<file path="src/rtl/pipelined_adder.sv">
// Pipelined WIDTH-bit add/subtract, CHUNK bits per stage, valid/ready on both sides.
// Define PIPELINED_ADDER_SAT_EN to saturate the sum on signed overflow.
module pipelined_adder #(
    parameter int WIDTH = 16,
    parameter int CHUNK = 4
) (
    input  logic             clk,
    input  logic             rst_n,
    input  logic             in_valid,
    output logic             in_ready,
    input  logic [WIDTH-1:0] a,
    input  logic [WIDTH-1:0] b,
    input  logic             sub,
    output logic             out_valid,
    input  logic             out_ready,
    output logic [WIDTH-1:0] sum,
    output logic             c_out,
    output logic             ovf
);
    localparam int STAGES = WIDTH / CHUNK;
    localparam int L = STAGES - 1;

    logic             adv;
    logic [STAGES-1:0] vld_pipe;

    assign adv       = !out_valid || out_ready;
    assign in_ready  = adv;
    assign out_valid = vld_pipe[STAGES-1];

    // Stage k adds chunk k. Pending operand chunks shrink by CHUNK bits per stage
    // and finished sum chunks grow, so the last stage sees a complete, aligned result.
    for (genvar k = 0; k < STAGES; k++) begin : g_stage
        localparam int SW = WIDTH - k * CHUNK;
        logic [SW-1:0]          src_a;
        logic [SW-1:0]          src_b;
        logic                   cin;
        logic [CHUNK:0]         add;
        logic [(k+1)*CHUNK-1:0] res;

        if (k == 0) begin : g_first
            assign src_a = a;
            assign src_b = sub ? ~b : b;
            assign cin   = sub;
            assign res   = add[CHUNK-1:0];
        end else begin : g_next
            assign src_a = g_stage[k-1].g_reg.a_q;
            assign src_b = g_stage[k-1].g_reg.b_q;
            assign cin   = g_stage[k-1].g_reg.c_q;
            assign res   = {add[CHUNK-1:0], g_stage[k-1].g_reg.s_q};
        end

        assign add = {1'b0, src_a[CHUNK-1:0]} + {1'b0, src_b[CHUNK-1:0]}
                   + {{CHUNK{1'b0}}, cin};

        if (k < STAGES - 1) begin : g_reg
            logic [SW-CHUNK-1:0]    a_q;
            logic [SW-CHUNK-1:0]    b_q;
            logic [(k+1)*CHUNK-1:0] s_q;
            logic                   c_q;

            always_ff @(posedge clk or negedge rst_n) begin
                if (!rst_n) begin
                    a_q <= '0;
                    b_q <= '0;
                    s_q <= '0;
                    c_q <= 1'b0;
                end else if (adv) begin
                    a_q <= src_a[SW-1:CHUNK];
                    b_q <= src_b[SW-1:CHUNK];
                    s_q <= res;
                    c_q <= add[CHUNK];
                end
            end
        end
    end

    // Carry into the MSB recovered from the top bit of the last chunk.
    logic             msb_cin;
    logic             ovf_next;
    logic [WIDTH-1:0] sum_next;

    assign msb_cin  = g_stage[L].src_a[CHUNK-1] ^ g_stage[L].src_b[CHUNK-1]
                    ^ g_stage[L].add[CHUNK-1];
    assign ovf_next = msb_cin ^ g_stage[L].add[CHUNK];

`ifdef PIPELINED_ADDER_SAT_EN
    // On overflow both operand signs agree; A's sign picks the saturation rail.
    logic sign;
    assign sign     = g_stage[L].src_a[CHUNK-1];
    assign sum_next = ovf_next ? {sign, {(WIDTH-1){~sign}}} : g_stage[L].res;
`else
    assign sum_next = g_stage[L].res;
`endif

    always_ff @(posedge clk or negedge rst_n) begin
        if (!rst_n) begin
            vld_pipe <= '0;
            sum      <= '0;
            c_out    <= 1'b0;
            ovf      <= 1'b0;
        end else if (adv) begin
            vld_pipe[0] <= in_valid;
            for (int i = 1; i < STAGES; i++) vld_pipe[i] <= vld_pipe[i-1];
            sum   <= sum_next;
            c_out <= g_stage[L].add[CHUNK];
            ovf   <= ovf_next;
        end
    end

endmodule

</file>
<file path="config.mk">
export PLATFORM = sky130hd
export DESIGN_NAME = pipelined_adder
export DESIGN_NICKNAME = d
export VERILOG_FILES = /design/src/rtl/pipelined_adder.sv
export SDC_FILE = /design/constraint.sdc
export NUM_CORES = 1
export LEC_CHECK = 0
export ABC_CLOCK_PERIOD_IN_PS = 3200
export CORE_MARGIN = 2
export CORE_UTILIZATION = 56
export CTS_BUF_LIST = sky130_fd_sc_hd__clkbuf_8
export DETAILED_ROUTE_END_ITERATION = 8
export PLACE_DENSITY = 0.78
export SLEW_MARGIN = 20
export SYNTH_ARGS = -nofsm -noshare
export SYNTH_HDL_FRONTEND = slang
export SYNTH_SLANG_ARGS = --single-unit
</file>
<file path="constraint.sdc">
create_clock -name clk -period 3.2 [get_ports clk]
set_input_delay 0.64 -clock clk [delete_from_list [all_inputs] [get_ports clk]]
set_output_delay 0.64 -clock clk [all_outputs]
set_load 0.02 [all_outputs]
</file>
==> results of run 1 <==
## synth_stat cells
cell type / count / area (µm²)
ha_1: 12 / 150
a21o_1: 7 / 52.6
buf_1: 1 / 3.75
nand2b_1: 1 / 6.26
nand2_1: 223 / 837
mux2_4: 2 / 30.0
a31oi_4: 1 / 21.3
nor2_1: 7 / 26.3
a21oi_1: 12 / 60.1
inv_1: 5 / 18.8
dfrtp_1: 97 / 2430
nor2b_1: 2 / 12.5
o21ai_0: 24 / 120
xnor2_1: 18 / 158
buf_2: 9 / 45.0
xor2_1: 6 / 52.6
clkbuf_1: 12 / 45.0
buf_6: 1 / 11.3
fa_1: 7 / 140
## per-stage QoR
stage	hold WS [ps]	cell area, µm²
global route	367	5050
CTS	348	5050
finish	328	5050
global placement	441	4840
detailed placement	448	4840
floorplan	344	4220
## cell type report
class	count	area, µm²
Sequential cell	97	2430
Fill cell	595	2240
Multi-Input combinational cell	322	1670
Timing Repair Buffer	61	596
Clock buffer	12	165
Tap cell	99	124
Clock inverter	4	48.8
Inverter	5	18.8
## state kept, by name, summed over array words and instances (netlist names)
name,flops
vld_pipe,4
g_stage.g_reg.b_q,24
c_out,1
g_stage.g_reg.s_q,24
g_stage.g_reg.c_q,3
ovf,1
sum,16
g_stage.g_reg.a_q,24
## routing by layer
| layer | wire length (µm) | part of all wire (%) | vias up |
|---|---|---|---|
| met5 | 0 | 0 | - |
| met4 | 158 | 2.2 | 0 |
| met3 | 297 | 4.2 | 10 |
| met2 | 3360 | 47 | 69 |
| met1 | 3340 | 47 | 1328 |
| li1 | - | - | 1484 |
## power by group
part	internal [mW]	switching, mW	total (mW)
Combinational	0.800	0.997	1.80
Clock	0.426	0.401	0.826
Sequential	1.77	0.304	2.07
Total	2.99	1.70	4.70
## worst reg2reg max path: cells and delay by family, from the launching register on
kind | cells | cell delay, ps
compound gates | 3 | 480
xor+xnor | 1 | 130
flops | 1 | 410
fa+ha+maj | 2 | 910
## kinds of logic (layout without fill, tap and decap cells)
logic type | Yosys count | after routing
AOI/OAI and AO/OA | 44 | 44
and+or+nand+nor | 233 | 233
DFF | 97 | 97
buffers and inverters | 28 | 82
adders and majority gates | 19 | 19
xor gates and xnor gates | 24 | 24
muxes | 2 | 2
## final timing paths
path,from,endpoint,slack (ps),cells after the start
hold reg to reg,vld_pipe[2]$_DFFE_PN0P_,vld_pipe[2]$_DFFE_PN0P_,470,2
setup reg to reg,g_stage[2].g_reg.a_q[0]$_DFFE_PN0P_,ovf$_DFFE_PN0P_,1120,6
min in group clk,vld_pipe[2]$_DFFE_PN0P_,vld_pipe[2]$_DFFE_PN0P_,470,2
hold / removal,rst_n,vld_pipe[3]$_DFFE_PN0P_,330,1
max in group asynchronous,rst_n,g_stage[0].g_reg.b_q[4]$_DFFE_PN0P_,2120,2
setup / recovery,out_ready,in_ready,700,4
==> results.cfg, run 1 <==
[run_status]
status = completed

[setup_path]
cp_num_buf_inv = 3
cpMaxStageDelayCell = clkdlybuf4s50_1
start_kind = primary input
crit_type = primary input to output port
required_ps = 2560
crit_family = buffers and inverters
cp-end-kind = output port
worstPathArrival_ps = 1860
cpMostUsedCell = clkdlybuf4s50_1
cpPeakStageDelay_ps = 600
path_max_fanout = 2
cp_cell_sequence = clkdlybuf4s50_1 -> nor2b_4 -> inv_2 -> clkdlybuf4s50_1

[floorplanning]
start_util_pct = 57.8
core_area_um2 = 7290
io_pins = 57
die_w_um = 90.8
row_count = 31
die_area_um2 = 8240
die_y_um = 90.8

[job]
cap_violations = 0

[placed_design]
hpwl_um = 4890
gp_congestion = 0.744
portBuffers = 56
dp_slack_ps = 622
dp.cells = 584

[global_routing]
grt_pass1_wl_um = 12700
met3_usage_pct = 3.92
antenna_found_initial = 0
grt.overflow.total = 0
grt_usage_pct = 19.4
grt_pass1_vias = 2816
met2_usage_pct = 30.3
top_usage_layer = met2
grt_max_degree = 108
grt_use_met1_pct = 26.6

[sta]
finalMaxSlewViolations = 0
worst_slack_ps = 696
hold_viol_final = 0
fin_crit_ps = 2500
rsz0062_at_grt = false
fmax_mhz = 399
finalCritPeriodShare_pct = 78.3
fin_skew_ps = 6.07
tightestPinTransition_ps = 983
setup_viol = 0
maxSlewHeadroom_pct = 34.5
fin_setup_tns_ps = 0

[clock_tree]
cts_tree = done
cts.sinks = 97
cts_buffers = 9
clkTransAtPathRegs_ps = 90
cts_setup_buffers = 0
root_buffer = clkbuf_8
clkLatencyLatePin_ps = 360
htreeDepth = 3
clock_path_buffers = 2
cts_hold_buf = 0
cts_resized = 0

[pwr]
power_mw = 4.70
vdd_ir_drop_max_mv = 0.346
leakagePower_nw = 2.52
power.density_nw_per_um2 = 929

[layout]
fin_nets = 552
syn2layout_area_growth_pct = 19.8
final_core_utilization_pct = 69.3
mostFrequentLayoutCell = nand2_1
stdcell_count = 600
drive_above_1_share_pct = 5.39
final_cell_mix = 223 x nand2_1, 97 x dfrtp_1, 55 x clkdlybuf4s50_1
diodes = 0

[logic_synthesis]
ys_warn_count = 0
synth-simple-area-share_pct = 20.9
yosysUniqueCellTypes = 19
ys_seq_elements = 97
synth_fa_ha_area_share_pct = 6.88
syn_area_um2 = 4220
synth_top_family_by_area = simple AND/OR/NAND/NOR gates
synthMuxAreaShare_pct = 0.712
synth_fp_nets = 503
syn_avg_cell_area_um2 = 9.44
yosysSeqAreaShare_pct = 57.5
synth-compound-area-share_pct = 6.02
syn_inst = 447
synthXorXnorAreaFrac_pct = 4.98

[route]
drt_pass1_iterations = 4
totalWireLength_um = 7160
drc = 0
drt_iter0_drc = 166
dr_total_vias = 2891
wl_per_cell_um = 11.9
viasPerCell = 4.82
final_antenna_net_count = 0

[hold_path]
hp-class = primary input to asynchronous set/reset pin
Note: power is estimated with default switching activity, not from simulation.
==> run 2, diff against run 1 <==
ABC_CLOCK_PERIOD_IN_PS = 2300   (was 3200)
CORE_UTILIZATION = 51   (was 56)
PLACE_DENSITY = 0.75   (was 0.78)
clock period = 2.3 ns   (was 3.2 ns; I/O delays follow)
==> results.cfg, run 2 (synthesis gave the netlist of run 1 again) <==
[layout]
syn2layout_area_growth_pct = 21.5
mostFrequentLayoutCell = nand2_1
final_core_utilization_pct = 63.0
diodes = 0
reg_top3 = g_stage.g_reg.a_q (24), g_stage.g_reg.b_q (24), g_stage.g_reg.s_q (24)
final_cell_mix = 223 x nand2_1, 97 x dfrtp_1, 55 x clkdlybuf4s50_1
drive_above_1_share_pct = 5.74
stdcell_count = 610
fin_nets = 556

[route]
dr_total_vias = 2913
drt_iter0_drc = 161
wl_per_cell_um = 12.2
viasPerCell = 4.78
final_antenna_net_count = 0
drc = 0
drt_pass1_iterations = 5
totalWireLength_um = 7440

[sta]
fin_skew_ps = 7.73
fin_crit_ps = 2190
rsz0062_at_grt = false
hold_viol_final = 0
finalCritPeriodShare_pct = 95.4
whs_ps = 466
finalMaxSlewViolations = 0
fin_setup_tns_ps = 0
tightestPinTransition_ps = 365
setup_viol = 0
fmax_mhz = 456
maxSlewHeadroom_pct = 75.7

[global_routing]
antenna_found_initial = 0
grt.overflow.total = 0
grt_pass1_vias = 2821
grt_max_degree = 93
grt_usage_pct = 19.0
grt_pass1_wl_um = 13000

[setup_path]
r2r_cells = 6
setup.worst_path.start = out_ready
cp_cell_sequence = clkdlybuf4s50_1 -> nor2b_4 -> inv_2 -> clkdlybuf4s50_1
cpMaxStageDelayCell = clkdlybuf4s50_1
r2r-end = ovf$_DFFE_PN0P_
reg2reg_from = g_stage[2].g_reg.a_q[0]$_DFFE_PN0P_
rrSetupSlack_ps = 250
cp-end-kind = output port
cpMostUsedCell = clkdlybuf4s50_1
endpoint = in_ready
crit_type = primary input to output port
cpPeakStageDelay_ps = 610
worstPathArrival_ps = 1730
required_ps = 1840
path_max_fanout = 2
start_kind = primary input

[clock_tree]
cts.sinks = 97
cts_buffers = 9
htreeDepth = 3
root_buffer = clkbuf_8
cts_tree = done
cts_resized = 0
clkTransAtPathRegs_ps = 80
clkLatencyLatePin_ps = 360
clock_path_buffers = 2

[floorplanning]
die_w_um = 94.9
die_y_um = 94.9
start_util_pct = 51.9
row_count = 33
core_area_um2 = 8130
die_area_um2 = 9010
io_pins = 57

[pwr]
p_int_mw = 4.17
power_mw = 6.55
vdd_ir_drop_max_mv = 0.456
p_clk_share_pct = 17.1
leakagePower_nw = 2.55
p_seq_share_pct = 44.2
p_comb_share_pct = 38.6
power.density_nw_per_um2 = 1280
switching_share_pct = 36.4
switchingPower_mw = 2.38

[placed_design]
hpwl_um = 5320
dp.cells = 593
portBuffers = 56
gp_congestion = 0.800

[job]
cap_violations = 0

[run_status]
status = completed

[hold_path]
hp-class = flop to flop
==> run 2: power groups by stage <==
stage / logic, mW / registers [mW] / clock network [mW]
floorplan: 1.55 / 3.03 / 0
global placement: 2.47 / 2.90 / 0
detailed placement: 2.56 / 2.94 / 0
CTS: 2.57 / 2.91 / 1.14
global route: 2.91 / 3.00 / 1.20
finish: 2.53 / 2.90 / 1.12
==> run 2: per-stage QoR <==
step	cell area [µm²]	setup WS, ps
2_1_floorplan	4220	228
3_3_place_gp	4910	54.2
3_5_place_dp	4910	-12.3
4_1_cts	5120	93.9
5_1_grt	5120	78.1
6_report	5120	106
==> run 2: worst min-delay path by stage <==
| stage | from | end | slack (ps) | cells after the start |
|---|---|---|---|---|
| global route | g_stage[1].g_reg.s_q[4]$_DFFE_PN0P_ | g_stage[1].g_reg.s_q[4]$_DFFE_PN0P_ | 490 | 2 |
| finish | sum[7]$_DFFE_PN0P_ | sum[7]$_DFFE_PN0P_ | 470 | 2 |
| CTS | vld_pipe[2]$_DFFE_PN0P_ | vld_pipe[3]$_DFFE_PN0P_ | 470 | 1 |
| global placement | rst_n | vld_pipe[3]$_DFFE_PN0P_ | 390 | 1 |
| detailed placement | rst_n | g_stage[2].g_reg.s_q[2]$_DFFE_PN0P_ | 390 | 1 |
| floorplan | rst_n | c_out$_DFFE_PN0P_ | 160 | 0 |
==> run 2: worst max-delay path: cells and delay by family <==
family	cells	cell delay [ps]
buffers and inverters	3	1210
AND/OR/NAND/NOR	1	70
==> run 2: repair_timing <==
action                                 in CTS  in global routing
endpoints found under the hold margin       4                  0
hold buffers                                1                  0
setup buffers                               0                  0
==> run 2: per-layer routing <==
layer | vias up | wire [µm] | GRT usage (%)
met2 | 60 | 3560 | 30.9
met5 | - | 0 | 0
li1 | 1503 | - | -
met1 | 1337 | 3440 | 24.8
met3 | 13 | 274 | 3.19
met4 | 0 | 164 | 9.30
==> run 2: area by class of cell <==
type / instances / area, µm²
well taps: 105 / 131
clock inverters: 5 / 55.1
inverters: 5 / 18.8
clock buffers: 11 / 151
flip-flops and latches: 97 / 2430
repair buffers: 65 / 666
multi-input cells: 322 / 1670
fillers: 685 / 3010
==> run 3, diff against run 2 <==
--- a/config.mk
+++ b/config.mk
@@ -7,8 +7,9 @@
 export LEC_CHECK = 0
-export ABC_CLOCK_PERIOD_IN_PS = 2300
+export ABC_CLOCK_PERIOD_IN_PS = 2100
 export CORE_MARGIN = 2
-export CORE_UTILIZATION = 51
+export CORE_UTILIZATION = 56
 export CTS_BUF_LIST = sky130_fd_sc_hd__clkbuf_8
+export CTS_CLUSTER_DIAMETER = 30
 export DETAILED_ROUTE_END_ITERATION = 8
-export PLACE_DENSITY = 0.75
+export PLACE_DENSITY = 0.78
 export SLEW_MARGIN = 20
==> constraint.sdc (replaced) <==
create_clock -name clk -period 2.1 [get_ports clk]
set_input_delay 0.525 -clock clk [delete_from_list [all_inputs] [get_ports clk]]
set_output_delay 0.525 -clock clk [all_outputs]
set_load 0.02 [all_outputs]
==> results.cfg, run 3 (synthesis gave the netlist of run 1 again) <==
[sta]
finalMaxSlewViolations = 0
tightestPinTransition_ps = 970
fin_crit_ps = 2030
fmax_mhz = 491
maxSlewHeadroom_pct = 35.3
rsz0062_at_grt = false
worst_slack_ps = 65.4
hold_viol_final = 0
fin_skew_ps = 8.43
finalCritPeriodShare_pct = 96.9
setup_viol = 0

[placed_design]
portBuffers = 56
dp_slack_ps = -331
dpl_cell_area_um2 = 4920
hpwl_um = 5180
gp_congestion = 0.817

[floorplanning]
die_w_um = 90.8
start_util_pct = 57.8
core_area_um2 = 7290
die_area_um2 = 8240
row_count = 31
io_pins = 57
die_y_um = 90.8

[pwr]
p_comb_share_pct = 39.2
p_seq_share_pct = 44.4
p_int_mw = 4.52
vdd_ir_drop_max_mv = 0.473
power.density_nw_per_um2 = 1390
leakagePower_nw = 2.56
p_clk_share_pct = 16.3
switchingPower_mw = 2.61
switching_share_pct = 36.6

[run_status]
status = completed

[route]
totalWireLength_um = 7310
wl_per_cell_um = 12.1
drt_pass1_iterations = 7
final_antenna_net_count = 0
viasPerCell = 4.87
dr_total_vias = 2951
drc = 0
drt_iter0_drc = 168

[global_routing]
grt.overflow.total = 0
antenna_found_initial = 0
grt_pass1_vias = 2879
grt_max_degree = 108
grt_pass1_wl_um = 12800
grt_usage_pct = 19.6

[clock_tree]
clkTransAtPathRegs_ps = 90
cts_tree = done
cts_setup_buffers = 0
clkLatencyLatePin_ps = 350
cts_buffers = 9
clock_path_buffers = 2
root_buffer = clkbuf_8
cts.sinks = 97
htreeDepth = 3

[layout]
fin_nets = 558
reg_top3 = g_stage.g_reg.a_q (24), g_stage.g_reg.b_q (24), g_stage.g_reg.s_q (24)
num-fill-cells = 583
final_cell_mix = 223 x nand2_1, 97 x dfrtp_1, 53 x clkdlybuf4s50_1
final_area_um2 = 5130
mostFrequentLayoutCell = nand2_1
syn2layout_area_growth_pct = 21.6
diodes = 0
drive_above_1_share_pct = 6.90

[setup_path]
crit_type = primary input to output port
cp_cell_sequence = clkdlybuf4s50_1 -> nor2b_4 -> inv_2 -> dlygate4sd2_1
cpPeakStageDelay_ps = 510
path_max_fanout = 2
reg2reg_from = g_stage[2].g_reg.a_q[0]$_DFFE_PN0P_
start_kind = primary input
worstPathArrival_ps = 1510
required_ps = 1570
cpMaxStageDelayCell = clkdlybuf4s50_1
cp-end-kind = output port
setup.worst_path.start = out_ready

[job]
cap_violations = 0

[hold_path]
hp-class = primary input to asynchronous set/reset pin
## run 3: final timing paths
check / depth (start not counted) / to / slack, ps
min reg2reg: 2 / sum[7]$_DFFE_PN0P_ / 470
min in group clk: 2 / sum[7]$_DFFE_PN0P_ / 470
max in group asynchronous: 2 / g_stage[0].g_reg.a_q[2]$_DFFE_PN0P_ / 1400
max reg2reg: 6 / ovf$_DFFE_PN0P_ / 140
min: 1 / g_stage[2].g_reg.s_q[4]$_DFFE_PN0P_ / 140
max: 4 / in_ready / 70
## run 3: area by class of cell
type	count	area (µm²)	area share, %
sequential	97	2430	47.3
multi-input combinational	322	1680	32.8
timing repair buffer	67	679	13.2
clock buffer	13	179	3.49
tap	99	124	2.41
clock inverter	3	21.3	0.415
inverter	5	18.8	0.366
## run 3: repair_timing
item / CTS / global route
hold buffers: 0 / 0
endpoints found under the setup margin: 1 / 2
gates resized for setup: 1 / 3
hold endpoints to repair: 0 / 0
gates cloned: 0 / 0
## run 3: layer usage
metal | part of all wire, % | vias up | global-route usage [%]
met5 | 0 | - | 0
met4 | 1.9 | 0 | 8.71
met3 | 3.4 | 9 | 2.75
met2 | 49 | 62 | 33.5
met1 | 45 | 1373 | 25.2
li1 | - | 1507 | -
## run 3: power groups by stage
stage	registers, mW	logic [mW]	clock network (mW)
after detailed placement	3.21	2.82	0
after floorplan	3.32	1.70	0
after global placement	3.17	2.70	0
final	3.17	2.80	1.17
after CTS	3.17	2.82	1.20
after global routing	3.29	3.17	1.27
## run 3: critical path, delay by kind of cell
family	cells	cell delay (ps)
simple gates	1	50
buf+inv	3	930
## run 3: through the flow
step | utilization [%] | TNS [ps] | power [mW] | hold slack (ps) | instances
2_1_floorplan | - | 0 | 5.01 | 229 | 447
3_3_place_gp | 67.5 | -6150 | 5.86 | 441 | 590
3_5_place_dp | 67.5 | -7410 | 6.02 | 455 | 590
4_1_cts | 70.2 | 0 | 7.19 | 155 | 606
5_1_grt | 70.4 | 0 | 7.72 | 179 | 606
6_report | 70.4 | 0 | 7.13 | 141 | 606
